$ cat src/rtl/lagd_seq_pkg.sv
// Shared types for the macro run sequencer: FSM state encoding and its width.
package lagd_seq_pkg;

    localparam int unsigned SEQ_STATE_W = 3;

    typedef enum logic [SEQ_STATE_W-1:0] {
        IDLE    = 3'd0,
        CFG_EM  = 3'd1,
        CFG_FM  = 3'd2,
        CFG_AW  = 3'd3,
        LOAD    = 3'd4,
        RUN     = 3'd5,
        DRAIN   = 3'd6,
        READOUT = 3'd7
    } seq_state_e;

endpackage

$ cat src/rtl/macro_sequencer_if.sv
// Host/macro handshake bundle of the run sequencer; slave = sequencer side, master = host/macro side.
interface macro_sequencer_if #(
    parameter int unsigned ITER_BIT     = 16,
    parameter int unsigned LOAD_TMO_BIT = 20
);
    logic                    start_i;
    logic                    abort_i;
    logic                    skip_spin_init_i;
    logic [ITER_BIT-1:0]     num_iter_i;
    logic [LOAD_TMO_BIT-1:0] wdog_limit_i;
    logic                    load_idle_i;
    logic                    cmpt_idle_i;
    logic                    iter_done_i;
    logic                    readout_ack_i;
    logic                    macro_en_o;
    logic                    cfg_valid_em_o;
    logic                    cfg_valid_fm_o;
    logic                    cfg_valid_aw_o;
    logic                    cfg_skip_o;
    logic                    dt_cfg_en_o;
    logic                    cmpt_en_o;
    logic                    flush_o;
    logic                    host_readout_o;
    logic                    busy_o;
    logic                    done_o;
    logic                    err_o;
    logic [ITER_BIT-1:0]     iter_cnt_o;

    modport slave (
        input  start_i, abort_i, skip_spin_init_i, num_iter_i, wdog_limit_i,
               load_idle_i, cmpt_idle_i, iter_done_i, readout_ack_i,
        output macro_en_o, cfg_valid_em_o, cfg_valid_fm_o, cfg_valid_aw_o, cfg_skip_o,
               dt_cfg_en_o, cmpt_en_o, flush_o, host_readout_o, busy_o, done_o, err_o,
               iter_cnt_o
    );

    modport master (
        output start_i, abort_i, skip_spin_init_i, num_iter_i, wdog_limit_i,
               load_idle_i, cmpt_idle_i, iter_done_i, readout_ack_i,
        input  macro_en_o, cfg_valid_em_o, cfg_valid_fm_o, cfg_valid_aw_o, cfg_skip_o,
               dt_cfg_en_o, cmpt_en_o, flush_o, host_readout_o, busy_o, done_o, err_o,
               iter_cnt_o
    );

endinterface

$ cat src/rtl/seq_wdog.sv
// Loadable cycle counter with limit compare; expire_o fires in the cycle the count reaches the limit.
module seq_wdog #(
    parameter int unsigned CNT_BIT = 20
) (
    input  logic               clk_i,
    input  logic               rst_ni,
    input  logic               clr_i,
    input  logic               en_i,
    input  logic [CNT_BIT-1:0] limit_i,
    output logic               expire_o
);
    logic [CNT_BIT-1:0] cnt_q, cnt_d;
    logic [CNT_BIT:0]   cnt_inc_s;

    assign cnt_inc_s = {1'b0, cnt_q} + {{CNT_BIT{1'b0}}, 1'b1};
    assign expire_o  = en_i && (cnt_inc_s >= {1'b0, limit_i});

    // Next count: clear on phase change, saturating increment while enabled.
    always_comb begin
        cnt_d = cnt_q;
        if (clr_i) begin
            cnt_d = '0;
        end else if (en_i && !cnt_inc_s[CNT_BIT]) begin
            cnt_d = cnt_inc_s[CNT_BIT-1:0];
        end else begin
            cnt_d = cnt_q;
        end
    end

    // Count register.
    always_ff @(posedge clk_i or negedge rst_ni) begin
        if (!rst_ni) begin
            cnt_q <= '0;
        end else begin
            cnt_q <= cnt_d;
        end
    end

endmodule

$ cat src/rtl/macro_sequencer.sv
// Run controller for one annealing job on the compute macro (config, load, compute, drain, readout).
// Define MACRO_SEQ_WDOG_EN to add a watchdog over the LOAD and DRAIN waits.
module macro_sequencer
    import lagd_seq_pkg::*;
#(
    parameter int unsigned ITER_BIT     = 16,
    parameter int unsigned LOAD_TMO_BIT = 20
) (
    input  logic              clk_i,
    input  logic              rst_ni,
    macro_sequencer_if.slave  bus
);
    seq_state_e          state_q, state_d, dec_s;
    logic [ITER_BIT-1:0] num_iter_q;
    logic [ITER_BIT-1:0] iter_cnt_q, iter_cnt_d;
    logic                skip_cfg_q, load_seen_q;
    logic                err_q, err_d;
    logic                flush_d, done_d;
    logic                start_s, abort_s, wdog_expire_s;
    logic                macro_en_q, busy_q, cfg_em_q, cfg_fm_q, cfg_aw_q, cfg_skip_q;
    logic                dt_cfg_en_q, cmpt_en_q, host_readout_q, flush_q, done_q;

    assign start_s = (state_q == IDLE) && bus.start_i;
    assign abort_s = (state_q != IDLE) && (bus.abort_i || wdog_expire_s);
    // An aborting cycle decodes as IDLE so no phase output survives into the flush cycle.
    assign dec_s   = abort_s ? IDLE : state_q;

`ifdef MACRO_SEQ_WDOG_EN
    logic [LOAD_TMO_BIT-1:0] wdog_limit_q;
    logic                    wdog_en_s;

    assign wdog_en_s = (state_q == LOAD) || (state_q == DRAIN);

    // Watchdog limit captured with the job.
    always_ff @(posedge clk_i or negedge rst_ni) begin
        if (!rst_ni) begin
            wdog_limit_q <= '0;
        end else if (start_s) begin
            wdog_limit_q <= bus.wdog_limit_i;
        end else begin
            wdog_limit_q <= wdog_limit_q;
        end
    end

    seq_wdog #(.CNT_BIT(LOAD_TMO_BIT)) u_wdog (
        .clk_i    (clk_i),
        .rst_ni   (rst_ni),
        .clr_i    (state_d != state_q),
        .en_i     (wdog_en_s),
        .limit_i  (wdog_limit_q),
        .expire_o (wdog_expire_s)
    );
`else
    logic [LOAD_TMO_BIT-1:0] unused_wdog_s;

    assign unused_wdog_s = bus.wdog_limit_i;
    assign wdog_expire_s = 1'b0;
`endif

    // Next-state logic; abort overrides every phase.
    always_comb begin
        state_d = state_q;
        if (abort_s) begin
            state_d = IDLE;
        end else begin
            case (state_q)
                IDLE:    if (bus.start_i) state_d = CFG_EM; else state_d = IDLE;
                CFG_EM:  state_d = CFG_FM;
                CFG_FM:  state_d = CFG_AW;
                CFG_AW:  state_d = LOAD;
                LOAD: begin
                    if (load_seen_q && bus.load_idle_i) begin
                        if (num_iter_q == '0) state_d = DRAIN; else state_d = RUN;
                    end else begin
                        state_d = LOAD;
                    end
                end
                RUN:     if (iter_cnt_q >= num_iter_q) state_d = DRAIN; else state_d = RUN;
                DRAIN:   if (bus.cmpt_idle_i) state_d = READOUT; else state_d = DRAIN;
                READOUT: if (bus.readout_ack_i) state_d = IDLE; else state_d = READOUT;
                default: state_d = IDLE;
            endcase
        end
    end

    // Iteration count, sticky error and the pulse outputs' next values.
    always_comb begin
        iter_cnt_d = iter_cnt_q;
        err_d      = err_q;
        flush_d    = 1'b0;
        done_d     = 1'b0;
        if (start_s) begin
            iter_cnt_d = '0;
            err_d      = 1'b0;
        end else if (abort_s) begin
            err_d   = 1'b1;
            flush_d = 1'b1;
        end else begin
            if ((state_q == RUN) && bus.iter_done_i && (iter_cnt_q < num_iter_q)) begin
                iter_cnt_d = iter_cnt_q + {{(ITER_BIT-1){1'b0}}, 1'b1};
            end else begin
                iter_cnt_d = iter_cnt_q;
            end
            flush_d = (state_q == DRAIN) && bus.cmpt_idle_i;
            done_d  = (state_q == READOUT) && bus.readout_ack_i;
        end
    end

    // FSM and job-context registers.
    always_ff @(posedge clk_i or negedge rst_ni) begin
        if (!rst_ni) begin
            state_q     <= IDLE;
            num_iter_q  <= '0;
            skip_cfg_q  <= 1'b0;
            load_seen_q <= 1'b0;
            iter_cnt_q  <= '0;
            err_q       <= 1'b0;
        end else begin
            state_q     <= state_d;
            load_seen_q <= (dec_s == LOAD);
            iter_cnt_q  <= iter_cnt_d;
            err_q       <= err_d;
            if (start_s) begin
                num_iter_q <= bus.num_iter_i;
                skip_cfg_q <= bus.skip_spin_init_i;
            end else begin
                num_iter_q <= num_iter_q;
                skip_cfg_q <= skip_cfg_q;
            end
        end
    end

    // Registered control outputs, one cycle behind the state they decode.
    always_ff @(posedge clk_i or negedge rst_ni) begin
        if (!rst_ni) begin
            macro_en_q     <= 1'b0;
            busy_q         <= 1'b0;
            cfg_em_q       <= 1'b0;
            cfg_fm_q       <= 1'b0;
            cfg_aw_q       <= 1'b0;
            cfg_skip_q     <= 1'b0;
            dt_cfg_en_q    <= 1'b0;
            cmpt_en_q      <= 1'b0;
            host_readout_q <= 1'b0;
            flush_q        <= 1'b0;
            done_q         <= 1'b0;
        end else begin
            macro_en_q     <= (state_q != IDLE);
            busy_q         <= (state_q != IDLE);
            cfg_em_q       <= (dec_s == CFG_EM);
            cfg_fm_q       <= (dec_s == CFG_FM);
            cfg_aw_q       <= (dec_s == CFG_AW);
            cfg_skip_q     <= (state_q != IDLE) && skip_cfg_q;
            dt_cfg_en_q    <= (dec_s == LOAD);
            cmpt_en_q      <= (dec_s == RUN);
            host_readout_q <= (dec_s == READOUT);
            flush_q        <= flush_d;
            done_q         <= done_d;
        end
    end

    assign bus.macro_en_o     = macro_en_q;
    assign bus.busy_o         = busy_q;
    assign bus.cfg_valid_em_o = cfg_em_q;
    assign bus.cfg_valid_fm_o = cfg_fm_q;
    assign bus.cfg_valid_aw_o = cfg_aw_q;
    assign bus.cfg_skip_o     = cfg_skip_q;
    assign bus.dt_cfg_en_o    = dt_cfg_en_q;
    assign bus.cmpt_en_o      = cmpt_en_q;
    assign bus.host_readout_o = host_readout_q;
    assign bus.flush_o        = flush_q;
    assign bus.done_o         = done_q;
    assign bus.err_o          = err_q;
    assign bus.iter_cnt_o     = iter_cnt_q;

endmodule

$ cat src/flat_wrapper.sv
// flat-port wrapper written by rule: the top's interface ports become plain ports
module macro_sequencer_flat import lagd_seq_pkg::*;
#(
    parameter int unsigned ITER_BIT     = 16,
    parameter int unsigned LOAD_TMO_BIT = 20
)
  (clk_i, rst_ni, bus_start_i, bus_abort_i, bus_skip_spin_init_i, bus_num_iter_i, bus_wdog_limit_i, bus_load_idle_i, bus_cmpt_idle_i, bus_iter_done_i, bus_readout_ack_i, bus_macro_en_o, bus_cfg_valid_em_o, bus_cfg_valid_fm_o, bus_cfg_valid_aw_o, bus_cfg_skip_o, bus_dt_cfg_en_o, bus_cmpt_en_o, bus_flush_o, bus_host_readout_o, bus_busy_o, bus_done_o, bus_err_o, bus_iter_cnt_o);
  macro_sequencer_if #(.ITER_BIT(ITER_BIT), .LOAD_TMO_BIT(LOAD_TMO_BIT)) bus_i ();
  input  logic clk_i;
  input  logic rst_ni;
  input wire logic [$bits(bus_i.start_i)-1:0] bus_start_i;
  input wire logic [$bits(bus_i.abort_i)-1:0] bus_abort_i;
  input wire logic [$bits(bus_i.skip_spin_init_i)-1:0] bus_skip_spin_init_i;
  input wire logic [$bits(bus_i.num_iter_i)-1:0] bus_num_iter_i;
  input wire logic [$bits(bus_i.wdog_limit_i)-1:0] bus_wdog_limit_i;
  input wire logic [$bits(bus_i.load_idle_i)-1:0] bus_load_idle_i;
  input wire logic [$bits(bus_i.cmpt_idle_i)-1:0] bus_cmpt_idle_i;
  input wire logic [$bits(bus_i.iter_done_i)-1:0] bus_iter_done_i;
  input wire logic [$bits(bus_i.readout_ack_i)-1:0] bus_readout_ack_i;
  output wire logic [$bits(bus_i.macro_en_o)-1:0] bus_macro_en_o;
  output wire logic [$bits(bus_i.cfg_valid_em_o)-1:0] bus_cfg_valid_em_o;
  output wire logic [$bits(bus_i.cfg_valid_fm_o)-1:0] bus_cfg_valid_fm_o;
  output wire logic [$bits(bus_i.cfg_valid_aw_o)-1:0] bus_cfg_valid_aw_o;
  output wire logic [$bits(bus_i.cfg_skip_o)-1:0] bus_cfg_skip_o;
  output wire logic [$bits(bus_i.dt_cfg_en_o)-1:0] bus_dt_cfg_en_o;
  output wire logic [$bits(bus_i.cmpt_en_o)-1:0] bus_cmpt_en_o;
  output wire logic [$bits(bus_i.flush_o)-1:0] bus_flush_o;
  output wire logic [$bits(bus_i.host_readout_o)-1:0] bus_host_readout_o;
  output wire logic [$bits(bus_i.busy_o)-1:0] bus_busy_o;
  output wire logic [$bits(bus_i.done_o)-1:0] bus_done_o;
  output wire logic [$bits(bus_i.err_o)-1:0] bus_err_o;
  output wire logic [$bits(bus_i.iter_cnt_o)-1:0] bus_iter_cnt_o;
  assign bus_i.start_i = bus_start_i;
  assign bus_i.abort_i = bus_abort_i;
  assign bus_i.skip_spin_init_i = bus_skip_spin_init_i;
  assign bus_i.num_iter_i = bus_num_iter_i;
  assign bus_i.wdog_limit_i = bus_wdog_limit_i;
  assign bus_i.load_idle_i = bus_load_idle_i;
  assign bus_i.cmpt_idle_i = bus_cmpt_idle_i;
  assign bus_i.iter_done_i = bus_iter_done_i;
  assign bus_i.readout_ack_i = bus_readout_ack_i;
  assign bus_macro_en_o = bus_i.macro_en_o;
  assign bus_cfg_valid_em_o = bus_i.cfg_valid_em_o;
  assign bus_cfg_valid_fm_o = bus_i.cfg_valid_fm_o;
  assign bus_cfg_valid_aw_o = bus_i.cfg_valid_aw_o;
  assign bus_cfg_skip_o = bus_i.cfg_skip_o;
  assign bus_dt_cfg_en_o = bus_i.dt_cfg_en_o;
  assign bus_cmpt_en_o = bus_i.cmpt_en_o;
  assign bus_flush_o = bus_i.flush_o;
  assign bus_host_readout_o = bus_i.host_readout_o;
  assign bus_busy_o = bus_i.busy_o;
  assign bus_done_o = bus_i.done_o;
  assign bus_err_o = bus_i.err_o;
  assign bus_iter_cnt_o = bus_i.iter_cnt_o;
  macro_sequencer #(.ITER_BIT(ITER_BIT), .LOAD_TMO_BIT(LOAD_TMO_BIT)) u_core (.clk_i(clk_i), .rst_ni(rst_ni), .bus(bus_i));
endmodule
$ cat config.mk
export PLATFORM = sky130hd
export DESIGN_NAME = macro_sequencer_flat
export DESIGN_NICKNAME = d
export VERILOG_FILES = /design/src/rtl/lagd_seq_pkg.sv /design/src/rtl/macro_sequencer_if.sv /design/src/rtl/seq_wdog.sv /design/src/rtl/macro_sequencer.sv /design/src/flat_wrapper.sv
export SDC_FILE = /design/constraint.sdc
export NUM_CORES = 1
export LEC_CHECK = 0
export CAP_MARGIN = 0
export CORE_MARGIN = 5
export CORE_UTILIZATION = 43
export CTS_BUF_LIST = sky130_fd_sc_hd__clkbuf_8 sky130_fd_sc_hd__clkbuf_16
export CTS_CLUSTER_DIAMETER = 120
export DETAILED_ROUTE_END_ITERATION = 10
export PLACE_DENSITY = 0.88
export SYNTH_ARGS = -nofsm -noshare
export SYNTH_HDL_FRONTEND = slang
export SYNTH_SLANG_ARGS = --single-unit
$ cat constraint.sdc
create_clock -name clk_i -period 2.4 [get_ports clk_i]
set_input_delay 0.48 -clock clk_i [delete_from_list [all_inputs] [get_ports clk_i]]
set_output_delay 0.48 -clock clk_i [all_outputs]
set_load 0.02 [all_outputs]
==> metrics.txt, run 1 <==
# TYPE chip_impl_metric gauge
chip_impl_info{name="final_cell_mix",value="sky130_fd_sc_hd__clkdlybuf4s50_1 (51), sky130_fd_sc_hd__dfrtp_1 (46), sky130_fd_sc_hd__nand2_1 (34), sky130_fd_sc_hd__buf_4 (29), sky130_fd_sc_hd__o21ai_0 (23)"} 1
chip_impl_metric{name="detailedRoute.firstIterationViolations",unit=""} 164
chip_impl_metric{name="via_count_of_the_first_global_routing_pass",unit=""} 2370
chip_impl_metric{name="syn2layout_area_growth",unit="%"} 43.1
chip_impl_metric{name="grt_max_degree",unit=""} 46
chip_impl_metric{name="slew_violations",unit=""} 0
chip_impl_metric{name="num-nets-final",unit=""} 409
chip_impl_metric{name="seq_power_share",unit=""} 0.398
chip_impl_info{name="ws_path_type",value="flip-flop to flip-flop"} 1
chip_impl_metric{name="reg2reg_setup_slack",unit="ps"} -80
chip_impl_metric{name="net-switching-power",unit="W"} 0.00111
chip_impl_metric{name="drc",unit=""} 0
chip_impl_metric{name="syn_area",unit="um^2"} 2500
chip_impl_metric{name="syn_inst",unit=""} 269
chip_impl_metric{name="power_per_cell_area",unit="nW/um^2"} 780
chip_impl_metric{name="switching_share_of_power",unit=""} 0.395
chip_impl_metric{name="clock.fmax",unit="MHz"} 404
chip_impl_metric{name="xor_and_xnor_area_share_after_synthesis",unit=""} 0.00350
chip_impl_metric{name="fin_setup_tns",unit="ps"} -656
chip_impl_metric{name="clk_pin_slew",unit="ps"} 80
chip_impl_info{name="hold_path_class",value="input port to asynchronous set/reset pin"} 1
chip_impl_metric{name="start_util",unit=""} 0.449
chip_impl_metric{name="rows",unit=""} 27
chip_impl_metric{name="post_route_utilization",unit=""} 0.643
chip_impl_metric{name="synthMuxAreaShare",unit=""} 0
chip_impl_info{name="critical_path.reg2reg.endpoint",value="u_core.bus.iter_cnt_o[11]"} 1
chip_impl_metric{name="cts_sinks",unit=""} 47
chip_impl_metric{name="place.gp.congestion",unit=""} 0.923
chip_impl_metric{name="detailedPlace.worstSlack",unit="ps"} -350
chip_impl_metric{name="tritoncts.num_buffers",unit=""} 5
chip_impl_info{name="clock_tree_from_tritoncts",value="yes"} 1
chip_impl_metric{name="layout.filler_cells",unit=""} 401
chip_impl_metric{name="yosys.area_share.adder",unit=""} 0.0850
chip_impl_info{name="endpoint_of_the_worst_setup_timing_path",value="u_core.bus.iter_cnt_o[11]"} 1
chip_impl_metric{name="final.setup_skew",unit="ps"} 9.98
chip_impl_metric{name="final.period_utilization",unit=""} 1.03
chip_impl_info{name="most_common_cell_after_layout_fill_and_taps_aside",value="sky130_fd_sc_hd__clkdlybuf4s50_1"} 1
chip_impl_metric{name="internal-power",unit="W"} 0.00169
chip_impl_metric{name="pwr-share-clk",unit=""} 0.155
chip_impl_metric{name="arrival",unit="ps"} 2660
chip_impl_metric{name="yosys_warnings",unit=""} 0
chip_impl_metric{name="worst_path_maximum_fanout",unit=""} 11
chip_impl_info{name="synth.area.top_cells",value="sky130_fd_sc_hd__dfrtp_1 (47%), sky130_fd_sc_hd__ha_1 (8.5%), sky130_fd_sc_hd__nand2_1 (5.1%)"} 1
chip_impl_metric{name="cts-htree-levels",unit=""} 2
chip_impl_metric{name="numPortBuffers",unit=""} 52
chip_impl_metric{name="routed_via_density",unit=""} 5.90
chip_impl_metric{name="synth_compound_gate_area_share",unit=""} 0.165
chip_impl_metric{name="routed_wl",unit="um"} 7490
chip_impl_metric{name="cts_hold_buf",unit=""} 0
chip_impl_metric{name="ir_worst_vdd",unit="mV"} 0.508
chip_impl_metric{name="critical_path_required",unit="ps"} 2580
chip_impl_metric{name="ys_seq_elements",unit=""} 47
chip_impl_metric{name="antenna-diode-count",unit=""} 0
chip_impl_metric{name="synth.avg_cell_area",unit="um^2"} 9.31
chip_impl_metric{name="detailed_place_hpwl",unit="um"} 4700
chip_impl_metric{name="top_level_ports",unit=""} 73
chip_impl_metric{name="final_global_route_overflow_total",unit=""} 0
chip_impl_info{name="main_combinational_cell_family_by_area_after_synthesis",value="simple AND/OR/NAND/NOR gates"} 1
chip_impl_metric{name="core_area",unit="um^2"} 5570
chip_impl_metric{name="design.die.area",unit="um^2"} 7450
chip_impl_metric{name="synth_simple_gate_area_frac",unit=""} 0.221
chip_impl_metric{name="period_needed",unit="ps"} 2480
chip_impl_metric{name="syn_nets",unit=""} 331
chip_impl_info{name="cp-start-kind",value="flip-flop"} 1
chip_impl_metric{name="synth_largest_type_area_fraction",unit=""} 0.470
chip_impl_metric{name="cts_buffer_depth",unit=""} 2
chip_impl_metric{name="antenna_violating_nets_post_route",unit=""} 0
chip_impl_metric{name="dieWidth",unit="um"} 86.3
chip_impl_metric{name="antenna_violations_before_repair",unit=""} 0
chip_impl_metric{name="detail_route.wl_per_cell",unit="um"} 17.9
chip_impl_metric{name="worst-slew-pin-transition",unit="ps"} 729
chip_impl_metric{name="yosysUniqueCellTypes",unit=""} 37
chip_impl_metric{name="tritonroute_pass_1_iters",unit=""} 5
chip_impl_metric{name="die_h",unit="um"} 86.3
chip_impl_info{name="failed_checks",value="negative setup slack"} 1
chip_impl_info{name="outcome",value="complete, but fails checks"} 1
chip_impl_metric{name="timing_hold_violations_final",unit=""} 0
chip_impl_metric{name="clock_latency",unit="ps"} 300
chip_impl_metric{name="finalSetupViolCount",unit=""} 12
chip_impl_metric{name="timing.final.ws_setup",unit="ps"} -75.2
chip_impl_metric{name="global_route.usage.total",unit=""} 0.189
chip_impl_info{name="critical_path.endpoint_type",value="flip-flop"} 1
chip_impl_metric{name="routed-via-count",unit=""} 2465
chip_impl_info{name="setup_repair_after_global_routing_missed_its_margin",value="true"} 1
chip_impl_metric{name="drive_gt1_frac",unit=""} 0.225
chip_impl_metric{name="drv.max_cap_violation_count",unit=""} 0
chip_impl_metric{name="share_comb_of_total_power",unit=""} 0.447
chip_impl_metric{name="rr_worst_depth",unit=""} 9
chip_impl_metric{name="slew_headroom",unit=""} 0.514
chip_impl_info{name="ctsRootBufferMaster",value="sky130_fd_sc_hd__clkbuf_8"} 1
chip_impl_info{name="rr_startpoint",value="u_core.num_iter_q[14]"} 1
chip_impl_metric{name="power.static_leakage",unit="nW"} 1.49
chip_impl_metric{name="grt_first_pass_wirelength",unit="um"} 11200
chip_impl_info{name="crit_start",value="u_core.num_iter_q[14]"} 1
chip_impl_info{name="synth_top_cell_by_area",value="sky130_fd_sc_hd__dfrtp_1"} 1
chip_impl_metric{name="synth.yosys.seq_area_share",unit=""} 0.470
synth_stat cells:
library cell	number
sky130_fd_sc_hd__a2111oi_4	1
sky130_fd_sc_hd__a211oi_1	2
sky130_fd_sc_hd__a21bo_2	1
sky130_fd_sc_hd__a21o_1	2
sky130_fd_sc_hd__a21oi_1	24
sky130_fd_sc_hd__and2_1	3
sky130_fd_sc_hd__and4_1	1
sky130_fd_sc_hd__and4bb_4	1
sky130_fd_sc_hd__buf_1	1
sky130_fd_sc_hd__buf_2	1
sky130_fd_sc_hd__buf_4	1
sky130_fd_sc_hd__buf_6	1
sky130_fd_sc_hd__clkbuf_1	9
sky130_fd_sc_hd__dfrtp_1	47
sky130_fd_sc_hd__ha_1	17
sky130_fd_sc_hd__inv_1	21
sky130_fd_sc_hd__nand2_1	34
sky130_fd_sc_hd__nand2_2	1
sky130_fd_sc_hd__nand2b_1	4
sky130_fd_sc_hd__nand3_1	8
sky130_fd_sc_hd__nand3_4	1
sky130_fd_sc_hd__nand4_1	8
sky130_fd_sc_hd__nor2_1	11
sky130_fd_sc_hd__nor2b_1	3
sky130_fd_sc_hd__nor3_1	5
sky130_fd_sc_hd__nor4_1	6
sky130_fd_sc_hd__nor4b_1	1
sky130_fd_sc_hd__o21ai_0	24
sky130_fd_sc_hd__o21bai_1	2
sky130_fd_sc_hd__o22ai_1	1
sky130_fd_sc_hd__o31ai_1	10
sky130_fd_sc_hd__o41ai_1	1
sky130_fd_sc_hd__or2b_1	1
sky130_fd_sc_hd__or3_1	3
sky130_fd_sc_hd__or4_1	10
sky130_fd_sc_hd__or4b_1	1
sky130_fd_sc_hd__xnor2_1	1
worst min-delay path by stage:
stage | end | slack (ps) | cells past startpoint
finish | u_core.bus.cfg_valid_em_o | 240 | 1
global placement | u_core.skip_cfg_q | 450 | 2
CTS | u_core.bus.flush_o | 260 | 1
detailed placement | u_core.skip_cfg_q | 470 | 2
global route | u_core.bus.cfg_valid_em_o | 300 | 1
floorplan | u_core.bus.cfg_skip_o | 180 | 0
layer usage:
layer | up-vias | share of wire | track usage | wire length [um]
met1 | 1192 | 0.40 | 0.242 | 2980
met3 | 31 | 0.062 | 0.0333 | 463
met5 | - | 0 | 0 | 0
met2 | 123 | 0.51 | 0.309 | 3800
li1 | 1119 | - | - | -
met4 | 0 | 0.033 | 0.0921 | 244
layout make-up:
type                       count  area (um^2)  area share
clock buffer                   5         68.8      0.0192
clock inverter                 1         3.75     0.00105
inverter                      21         78.8      0.0220
multi-input combinational    190         1410       0.394
sequential                    47         1180       0.329
tap                           72         90.1      0.0251
timing repair buffer          82          753       0.210
what timing repair did:
| action | 4_1_cts | 5_1_grt |
|---|---|---|
| cloned | 2 | 0 |
| gates resized for setup | 7 | 32 |
| pin swaps | 6 | 16 |
| endpoints found under the hold margin | 0 | 0 |
| buffers inserted | 2 | 6 |
| setup endpoints to repair | 11 | 17 |
critical path: stages (launching register included):
cell,delay (ps)
sky130_fd_sc_hd__dfrtp_1,410
sky130_fd_sc_hd__inv_2,90
sky130_fd_sc_hd__ha_4,200
sky130_fd_sc_hd__nand4_1,250
sky130_fd_sc_hd__nor2_4,80
sky130_fd_sc_hd__a2111oi_4,400
sky130_fd_sc_hd__buf_4,220
sky130_fd_sc_hd__nand3_4,160
sky130_fd_sc_hd__o31ai_1,440
sky130_fd_sc_hd__a21oi_2,100
kinds of logic (layout without fill, tap and decap cells):
kind of cell    Yosys count  count (layout)
compound gates           68              68
xor+xnor                  1               1
fa+ha+maj                17              17
buf+inv                  34             109
flops                    47              47
simple gates            102             104
stage by stage:
step | cells | total power [W] | hold WS (ps) | cell area, um^2
after floorplan | 269 | 0.00178 | 184 | 2520
after global placement | 402 | 0.00213 | 454 | 3250
after detailed placement | 402 | 0.00220 | 473 | 3250
after CTS | 412 | 0.00264 | 260 | 3390
after global routing | 418 | 0.00297 | 296 | 3580
final | 418 | 0.00279 | 236 | 3580
power by group through the flow:
| stage | registers (W) | clock network [W] | logic [W] |
|---|---|---|---|
| final | 0.00111 | 0.000434 | 0.00125 |
| after global routing | 0.00113 | 0.000463 | 0.00137 |
| after CTS | 0.00110 | 0.000432 | 0.00111 |
| after detailed placement | 0.00111 | 0 | 0.00108 |
| after global placement | 0.00110 | 0 | 0.00103 |
| after floorplan | 0.00115 | 0 | 0.000634 |
Power figures use the tool's default switching activity.
==> inputs of run 2 (changes only) <==
--- a/config.mk
+++ b/config.mk
@@ -11,6 +11,7 @@
 export CTS_BUF_LIST = sky130_fd_sc_hd__clkbuf_8 sky130_fd_sc_hd__clkbuf_16
 export CTS_CLUSTER_DIAMETER = 120
 export DETAILED_ROUTE_END_ITERATION = 10
+export HOLD_SLACK_MARGIN = 0.15
 export PLACE_DENSITY = 0.88
 export SYNTH_ARGS = -nofsm -noshare
 export SYNTH_HDL_FRONTEND = slang
==> results of run 2 <==
Final layout, timing and power as in run 1 (identical DEF).
